<file path="src/rtl/jump_seq_ctrl.sv">
// jump_seq_ctrl: registered, stall-aware sequencer for the PC jump path.
// A decoded jump is captured in IDLE, resolved one cycle later against the
// ALU zero flag (EVAL), then a one-cycle PC load strobe is issued together
// with a flush of IF/ID that lasts FLUSH_CYCLES cycles (FLUSH).
// Optional build macro: JUMP_SEQ_STATS_EN adds saturating taken/not-taken
// counters (taken_cnt_o, not_taken_cnt_o).
module jump_seq_ctrl #(
    parameter int ADDR_W       = 16,
    parameter int FLUSH_CYCLES = 2
) (
    input  logic              clk,
    input  logic              rst,
    input  logic              stall_i,
    input  logic              id_valid_i,
    input  logic [1:0]        jump_en_op_i,
    input  logic [ADDR_W-1:0] jump_target_i,
    input  logic              zero_i,
    output logic              busy_o,
    output logic              pc_jump_o,
    output logic [ADDR_W-1:0] pc_target_o,
    output logic              flush_o
`ifdef JUMP_SEQ_STATS_EN
    ,
    output logic [15:0]       taken_cnt_o,
    output logic [15:0]       not_taken_cnt_o
`endif
);

    localparam logic [1:0] S_IDLE  = 2'd0;
    localparam logic [1:0] S_EVAL  = 2'd1;
    localparam logic [1:0] S_FLUSH = 2'd2;

    localparam logic [1:0] OP_NOP    = 2'b00;
    localparam logic [1:0] OP_EN     = 2'b01;
    localparam logic [1:0] OP_ZEROJ  = 2'b10;
    localparam logic [1:0] OP_NZEROJ = 2'b11;

    // Counter reload: the pc_jump cycle already counts as the first flush cycle.
    localparam logic [3:0] FLUSH_INIT = 4'(FLUSH_CYCLES - 1);

    logic [1:0]        state_q, state_d;
    logic [1:0]        op_q, op_d;
    logic [ADDR_W-1:0] tgt_q, tgt_d;
    logic [3:0]        cnt_q, cnt_d;
    logic              busy_q, busy_d;
    logic              pc_jump_q, pc_jump_d;
    logic [ADDR_W-1:0] pc_target_q, pc_target_d;
    logic              flush_q, flush_d;
    logic              taken;
    logic              eval_fire;

    // Jump condition from the latched op and the zero flag of this cycle.
    always_comb begin
        taken = 1'b0;
        case (op_q)
            OP_EN:     taken = 1'b1;
            OP_ZEROJ:  taken = zero_i;
            OP_NZEROJ: taken = ~zero_i;
            default:   taken = 1'b0;
        endcase
    end

    // Next-state and next-output logic; outputs are registered below.
    always_comb begin
        state_d     = state_q;
        op_d        = op_q;
        tgt_d       = tgt_q;
        cnt_d       = cnt_q;
        pc_jump_d   = 1'b0;
        pc_target_d = pc_target_q;
        flush_d     = 1'b0;
        eval_fire   = 1'b0;
        case (state_q)
            S_IDLE: begin
                if (id_valid_i && !stall_i && jump_en_op_i != OP_NOP) begin
                    op_d    = jump_en_op_i;
                    tgt_d   = jump_target_i;
                    state_d = S_EVAL;
                end
            end
            S_EVAL: begin
                // A stall freezes resolution; latches and outputs hold.
                if (!stall_i) begin
                    eval_fire = 1'b1;
                    if (taken) begin
                        pc_jump_d   = 1'b1;
                        pc_target_d = tgt_q;
                        flush_d     = 1'b1;
                        cnt_d       = FLUSH_INIT;
                        state_d     = (FLUSH_CYCLES == 1) ? S_IDLE : S_FLUSH;
                    end else begin
                        state_d = S_IDLE;
                    end
                end
            end
            S_FLUSH: begin
                // Flush is never suspended by a stall.
                if (cnt_q == 4'd0) begin
                    state_d = S_IDLE;
                end else begin
                    cnt_d   = cnt_q - 4'd1;
                    flush_d = 1'b1;
                end
            end
            default: state_d = S_IDLE;
        endcase
        busy_d = (state_d != S_IDLE);
    end

    // State, latches and registered outputs; reset overrides any request.
    always_ff @(posedge clk) begin
        if (rst) begin
            state_q     <= S_IDLE;
            op_q        <= OP_NOP;
            tgt_q       <= '0;
            cnt_q       <= 4'd0;
            busy_q      <= 1'b0;
            pc_jump_q   <= 1'b0;
            pc_target_q <= '0;
            flush_q     <= 1'b0;
        end else begin
            state_q     <= state_d;
            op_q        <= op_d;
            tgt_q       <= tgt_d;
            cnt_q       <= cnt_d;
            busy_q      <= busy_d;
            pc_jump_q   <= pc_jump_d;
            pc_target_q <= pc_target_d;
            flush_q     <= flush_d;
        end
    end

    assign busy_o      = busy_q;
    assign pc_jump_o   = pc_jump_q;
    assign pc_target_o = pc_target_q;
    assign flush_o     = flush_q;

`ifdef JUMP_SEQ_STATS_EN
    logic [15:0] taken_cnt_q;
    logic [15:0] not_taken_cnt_q;

    // Saturating resolution statistics, counted when EVAL resolves.
    always_ff @(posedge clk) begin
        if (rst) begin
            taken_cnt_q     <= 16'd0;
            not_taken_cnt_q <= 16'd0;
        end else if (eval_fire) begin
            if (taken && taken_cnt_q != 16'hFFFF)
                taken_cnt_q <= taken_cnt_q + 16'd1;
            if (!taken && not_taken_cnt_q != 16'hFFFF)
                not_taken_cnt_q <= not_taken_cnt_q + 16'd1;
        end
    end

    assign taken_cnt_o     = taken_cnt_q;
    assign not_taken_cnt_o = not_taken_cnt_q;
`endif

endmodule

</file>
<file path="config.mk">
export PLATFORM = sky130hd
export DESIGN_NAME = jump_seq_ctrl
export DESIGN_NICKNAME = d
export VERILOG_FILES = /design/src/rtl/jump_seq_ctrl.sv
export SDC_FILE = /design/constraint.sdc
export NUM_CORES = 1
export LEC_CHECK = 0
export ABC_CLOCK_PERIOD_IN_PS = 2400
export CAP_MARGIN = 20
export CORE_UTILIZATION = 30
export DETAILED_ROUTE_END_ITERATION = 16
export DONT_BUFFER_PORTS = 1
export PLACE_DENSITY_LB_ADDON = 0.05
export RECOVER_POWER = 25
export SYNTH_ARGS = -nofsm -noshare
export SYNTH_HDL_FRONTEND = slang
export SYNTH_SLANG_ARGS = --single-unit
</file>
<file path="constraint.sdc">
create_clock -name clk -period 2.4 [get_ports clk]
set_clock_uncertainty 0.1 [all_clocks]
set_input_delay 0.48 -clock clk [delete_from_list [all_inputs] [get_ports clk]]
set_output_delay 0.48 -clock clk [all_outputs]
set_load 0.02 [all_outputs]
</file>
==> results of run 1 <==
flip-flops by register name (all words and copies together) (netlist names):
| name | flops |
|---|---|
| busy_o | 1 |
| tgt_q | 16 |
| state_q | 2 |
| op_q | 2 |
| flush_o | 1 |
| pc_target_o | 16 |
| cnt_q | 4 |
| pc_jump_o | 1 |
cells by family after synthesis:
| kind of cell | count (synthesis) |
|---|---|
| AOI/OAI and AO/OA | 20 |
| and+or+nand+nor | 54 |
| muxes | 34 |
| DFF | 43 |
| adders and majority gates | 5 |
| buffers and inverters | 18 |
final cells by class:
class	count	area, um2
tap	72	90.1
multi-input combinational	113	828
timing repair buffer	2	15.0
clock inverter	3	43.8
sequential	43	861
clock buffer	5	68.8
fill	576	3660
inverter	10	37.5
power breakdown:
part / internal [W] / total, W / switching (W)
Sequential: 0.000731 / 0.000746 / 0.0000143
Clock: 0.000310 / 0.000566 / 0.000256
Combinational: 0.0000392 / 0.0000803 / 0.0000411
Total: 0.00108 / 0.00139 / 0.000312
cell usage in the layout, fill, tap and decap left out:
cell / count
sky130_fd_sc_hd__mux2i_1: 34
sky130_fd_sc_hd__nor3_1: 1
sky130_fd_sc_hd__clkbuf_8: 5
sky130_fd_sc_hd__or2_2: 1
sky130_fd_sc_hd__o31a_1: 2
sky130_fd_sc_hd__o31ai_1: 1
sky130_fd_sc_hd__nor3b_1: 1
sky130_fd_sc_hd__a21boi_0: 2
sky130_fd_sc_hd__clkinv_4: 1
sky130_fd_sc_hd__nand4_1: 1
sky130_fd_sc_hd__clkinv_2: 1
sky130_fd_sc_hd__nand2b_1: 2
sky130_fd_sc_hd__and2_1: 2
sky130_fd_sc_hd__a31oi_1: 1
sky130_fd_sc_hd__and3b_1: 2
sky130_fd_sc_hd__a21oi_1: 3
sky130_fd_sc_hd__a211o_1: 1
sky130_fd_sc_hd__ha_1: 5
sky130_fd_sc_hd__inv_1: 10
sky130_fd_sc_hd__a21o_1: 1
sky130_fd_sc_hd__nor4b_1: 1
sky130_fd_sc_hd__o22ai_1: 1
sky130_fd_sc_hd__a41oi_1: 1
sky130_fd_sc_hd__nor2_1: 39
sky130_fd_sc_hd__o21a_1: 1
sky130_fd_sc_hd__dfxtp_1: 43
sky130_fd_sc_hd__bufinv_16: 1
sky130_fd_sc_hd__a22o_1: 1
sky130_fd_sc_hd__a311oi_1: 1
sky130_fd_sc_hd__or3b_1: 1
sky130_fd_sc_hd__o21ai_1: 2
sky130_fd_sc_hd__nor4b_4: 1
sky130_fd_sc_hd__nand4bb_1: 1
sky130_fd_sc_hd__buf_4: 2
sky130_fd_sc_hd__o211ai_2: 2
sky130_fd_sc_hd__and3_1: 1
worst paths after layout:
path | to | cells past startpoint | start | slack [ns]
worst max-delay path | busy_o | 6 | cnt_q[0] | 0.63
worst min-delay path | tgt_q[4] | 1 | rst | 0.15
worst max register to register | busy_o | 6 | cnt_q[0] | 0.63
worst min register to register | tgt_q[9] | 2 | tgt_q[9] | 0.40
cell usage after synthesis (all sizes together) (2+ instances only):
library cell	count	area [um2]
ha	5	62.6
o31a	2	17.5
o211ai	2	25.0
and2	2	12.5
buf	4	37.5
nand2b	2	12.5
o21ai	2	10.0
nor2	39	146
mux2i	34	340
dfxtp	43	861
a21boi	2	15.0
clkbuf	4	15.0
nor4b	2	23.8
a21oi	3	15.0
and3b	2	17.5
inv	10	37.5
worst max-delay path: cells and delay by family (launching register included):
family	cells	cell delay, ns
AO/OA/AOI/OAI	3	0.51
buffers and inverters	1	0.07
adder cells (fa/ha/maj)	1	0.19
flip-flops	1	0.36
AND/OR/NAND/NOR	1	0.42
layer usage:
metal  global-route usage  wire length (um)
met1                0.135              1510
met2                0.218              1750
met3               0.0540               292
met4               0.0527                21
met5                    0                 0
stage by stage:
step	hold slack, ns	utilization	power, W	instances	setup slack, ns
6_report	0.146	0.347	0.00139	248	0.627
4_1_cts	0.133	0.347	0.00142	248	0.634
2_1_floorplan	0.360	-	0.000835	174	0.770
3_3_place_gp	0.364	0.327	0.000840	240	0.695
3_5_place_dp	0.382	0.327	0.000844	240	0.670
5_1_grt	0.119	0.347	0.00147	248	0.502
==> impl_metrics.tcl, run 1 <==
set metrics [dict create \
    status "finished clean" \
    overflow 0 \
    cts_root_buffer "sky130_fd_sc_hd__clkbuf_8" \
    worstHoldPathType "input port to register" \
    route.vias.total 1187 \
    placement.cell_area_mm2 0.00183 \
    timing.critical_path.required_ns 2.47 \
    wl_per_cell_um 14.4 \
    post_synth.cell_area_avg_um2 10.2 \
    remaining_max_slew_budget_at_the_tightest_pin 0.760 \
    global_route_wire_length_before_repair_um 5930 \
    synth_top_family_by_area "multiplexers" \
    cap_violations 0 \
    synth-xor-area-share 0 \
    clock_buffers_created_by_tritoncts 5 \
    fin_nets 203 \
    numPortBuffers 0 \
    cts.reportedPaths.clkPinSlew_ns 0.09 \
    drt_first_pass_iters 4 \
    n_antenna_cell 0 \
    power.static_leakage_nw 0.861 \
    synth_ff_type "sky130_fd_sc_hd__dfxtp_1" \
    place.detailed.hpwl_um 2440 \
    rows 27 \
    die-width_um 78.8 \
    fmax_mhz 564 \
    report.final.setup_viol 0 \
    register_bit_count_reported_by_yosys 43 \
    post_route_cells_drive_above_1_share 0.0795 \
    synth.yosys.warnings 0 \
    mappedNetlistNets 202 \
    grt_util_all_layers 0.126 \
    post_synth_mux_area_share 0.192 \
    critPathCaptureType "register" \
    routability_cong 0.723 \
    ys_seq_area_frac 0.486 \
    crit_path_cell_trace "inv_1 -> ha_1 -> or3b_1 -> a22o_1 -> o22ai_1 -> a31oi_1" \
    chipHeight_um 78.8 \
    clk_path_buf_depth 2 \
    fin_crit_period_ns 1.77 \
    cts_setup_buffers 0 \
    synth_area_in_compound_gates 0.0862 \
    h-tree-depth 2 \
    post_synth_num_cell_types 34 \
    hold_violations 0 \
    detail_route.wirelength_um 3570 \
    insertion_delay_ns 0.29 \
    drtIter0Drc 56 \
    crit_fanout 5 \
    initial_antenna_violation_count 0 \
    synthCells 174 \
    synth_simple_gate_area_frac 0.149 \
    worstSetupStartpointType "register" \
    syn_area_mm2 0.00177 \
    floorplan.initialDensity 0.316 \
    slowest_stage "sky130_fd_sc_hd__or3b_1" \
    postCtsResizedCells 0 \
    fin_area_mm2 0.00194 \
    power-per-cell-area_mw_per_mm2 716 \
    crit_path_max_incr_delay_ns 0.42 \
    cts_hold_repair.buffers 0 \
    placeable_core_area_mm2 0.00561 \
    cts_sink_cnt 43 \
    grt_start_max_net_pins 40 \
    top_level_ports 42 \
    synth_edf_count 0 \
    share_of_the_clock_period_used_by_the_worst_path_after_layout 0.739 \
    timing.setup.tns_ns 0 \
    worstPathArrival_ns 1.84 \
    synth_adder_area_share 0.0353 \
    vdd_drop_max_uv 219 \
    grt_setup_unrepaired "false" \
    vias_in_the_first_global_route 1230 \
    crit_type "register to register" \
    max_slew.worst_pin.slew_ns 0.359 \
    die_area_mm2 0.00621 \
    residual_drc 0 \
    layout-area-overhead-vs-synth_pct 9.82 \
    routed_via_density 4.79 \
    tritoncts_clock_tree "done" \
    detail-route-antenna-nets 0 \
    synth-async-reset-ratio 0 \
    finalMaxSlewViolations 0 \
]
(Power assumes the default switching activity.)
==> inputs of run 2 (changes only) <==
--- a/config.mk
+++ b/config.mk
@@ -5,7 +5,7 @@
 export SDC_FILE = /design/constraint.sdc
 export NUM_CORES = 1
 export LEC_CHECK = 0
-export ABC_CLOCK_PERIOD_IN_PS = 2400
+export ABC_CLOCK_PERIOD_IN_PS = 1800
 export CAP_MARGIN = 20
 export CORE_UTILIZATION = 30
 export DETAILED_ROUTE_END_ITERATION = 16
==> constraint.sdc (replaced) <==
create_clock -name clk -period 1.8 [get_ports clk]
set_clock_uncertainty 0.1 [all_clocks]
set_input_delay 0.36 -clock clk [delete_from_list [all_inputs] [get_ports clk]]
set_output_delay 0.36 -clock clk [all_outputs]
set_load 0.02 [all_outputs]
==> run 2 against run 1 <==
Compared with the run above: via count up 1.2%; first-iteration DRC count down 25%; highest routed layer unchanged; die area did not move; critical path type unchanged; wire length rose by 3.8%.
==> impl_metrics.tcl, run 2 (same netlist as run 1, synthesis figures left out) <==
set metrics [dict create \
    route.vias.total 1201 \
    numPortBuffers 0 \
    share_of_the_clock_period_used_by_the_worst_path_after_layout 0.950 \
    layout-area-overhead-vs-synth_pct 12.8 \
    clock_buffers_created_by_tritoncts 5 \
    placeable_core_area_mm2 0.00561 \
    residual_drc 0 \
    seq_power_share 0.534 \
    die_area_mm2 0.00621 \
    place.detailed.hpwl_um 2630 \
    vdd_drop_max_uv 384 \
    final_common_cell "sky130_fd_sc_hd__dfxtp_1" \
    fin_nets 205 \
    detail_route.wirelength_um 3710 \
    most-common-layout-cells "43 x sky130_fd_sc_hd__dfxtp_1, 39 x sky130_fd_sc_hd__nor2_1, 34 x sky130_fd_sc_hd__mux2i_1" \
    worstSetupStartpointType "register" \
    status "finished clean" \
    remaining_max_slew_budget_at_the_tightest_pin 0.758 \
    crit_type "register to register" \
    switching_share 0.220 \
    chipHeight_um 78.8 \
    grt_util_all_layers 0.133 \
    finalPower_w 0.00186 \
    slowest_stage "sky130_fd_sc_hd__or3b_4" \
    cts_hold_repair.buffers 0 \
    cts_root_buffer "sky130_fd_sc_hd__clkbuf_8" \
    clk_path_buf_depth 2 \
    fmax_mhz 585 \
    crit_path_cell_trace "inv_1 -> ha_1 -> or3b_4 -> a22o_1 -> o22ai_2 -> a31oi_1" \
    cpLargestDelayFamily "compound AO/OA/AOI/OAI gates" \
    cts.reportedPaths.clkPinSlew_ns 0.09 \
    drt_first_pass_iters 6 \
    power.clock.fraction 0.401 \
    critPathCaptureType "register" \
    routed_via_density 4.80 \
    vias_in_the_first_global_route 1293 \
    switchingPower_w 0.000409 \
    power.static_leakage_nw 0.881 \
    drtIter0Drc 42 \
    worstHoldPathType "input port to register" \
    crit_path_max_incr_delay_ns 0.41 \
    placement.cell_area_mm2 0.00187 \
    top_level_ports 42 \
    overflow 0 \
    initial_antenna_violation_count 0 \
    detail-route-antenna-nets 0 \
    cap_violations 0 \
    timing.critical_path.required_ns 1.88 \
    insertion_delay_ns 0.29 \
    fin_area_mm2 0.00200 \
    h-tree-depth 2 \
    post_route_cells_drive_above_1_share 0.107 \
    wl_per_cell_um 14.8 \
    crit_fanout 4 \
    p_int_w 0.00145 \
    fin_crit_period_ns 1.71 \
    hold_violations 0 \
    rows 27 \
    cts_sink_cnt 43 \
    tritoncts_clock_tree "done" \
    floorplan.initialDensity 0.316 \
    global_route_wire_length_before_repair_um 6240 \
    hold-worst-slack_ns 0.0267 \
    finalMaxSlewViolations 0 \
    worstPathArrival_ns 1.79 \
    critical_path.n_buffers_inverters 1 \
    report.final.setup_viol 0 \
    power-per-cell-area_mw_per_mm2 931 \
    n_antenna_cell 0 \
    die-width_um 78.8 \
    max_slew.worst_pin.slew_ns 0.362 \
    routability_cong 0.727 \
    combinational_power_share 0.065 \
    grt_start_max_net_pins 40 \
]
[run 2: changes by cell type in the layout (fill, tap and decap cells not counted), sizes merged]
| cell | delta |
|---|---|
| buf | +2 |
[run 2: area by class of cell]
type | count | area (um2)
tap | 72 | 90.1
sequential | 43 | 861
fill | 600 | 3610
clock inverter | 3 | 43.8
inverter | 10 | 37.5
timing repair buffer | 4 | 55.1
multi-input combinational | 113 | 841
clock buffer | 5 | 68.8
[run 2: worst paths after layout]
path / startpoint / depth (start not counted) / slack [ns] / end
setup / recovery: cnt_q[1] / 6 / 0.09 / busy_o
hold / removal: rst / 1 / 0.03 / tgt_q[7]
setup reg to reg: cnt_q[1] / 6 / 0.09 / busy_o
hold reg to reg: tgt_q[12] / 2 / 0.40 / tgt_q[12]
[run 2: timing repair]
| item | in CTS | in global routing |
|---|---|---|
| resized for setup | 0 | 3 |
| setup endpoints to repair | 0 | 2 |
| setup buffers | 0 | 0 |
[run 2: through the flow]
stage          setup TNS, ns  instances  setup WS (ns)   util
2_1_floorplan              0        174          0.170      -
3_3_place_gp               0        242          0.117  0.334
3_5_place_dp               0        242         0.0454  0.334
4_1_cts                    0        250         0.0284  0.354
5_1_grt            -0.000657        250      -0.000657  0.356
6_report                   0        250         0.0902  0.356
[run 2: layer usage]
| layer | part of all wire | routed length (um) | track usage |
|---|---|---|---|
| met1 | 0.41 | 1510 | 0.142 |
| met2 | 0.51 | 1880 | 0.231 |
| met3 | 0.067 | 247 | 0.0529 |
| met4 | 0.020 | 76 | 0.0545 |
| met5 | 0 | 0 | 0 |
[run 2: power by group through the flow]
| stage | registers [W] | clock network [W] | logic [W] |
|---|---|---|---|
| floorplan | 0.00101 | 0 | 0.000101 |
| global placement | 0.00101 | 0 | 0.000114 |
| detailed placement | 0.00102 | 0 | 0.000118 |
| CTS | 0.000993 | 0.000779 | 0.000119 |
| global route | 0.000997 | 0.000831 | 0.000134 |
| finish | 0.000993 | 0.000745 | 0.000120 |
==> inputs of run 3 (changes only) <==
--- a/config.mk
+++ b/config.mk
@@ -12,6 +12,8 @@
 export DONT_BUFFER_PORTS = 1
 export PLACE_DENSITY_LB_ADDON = 0.05
 export RECOVER_POWER = 25
+export SKIP_CTS_REPAIR_TIMING = 1
 export SYNTH_ARGS = -nofsm -noshare
 export SYNTH_HDL_FRONTEND = slang
 export SYNTH_SLANG_ARGS = --single-unit
+export TNS_END_PERCENT = 100
==> results of run 3 <==
No change in the layout: final DEF, timing and power equal those of run 2.
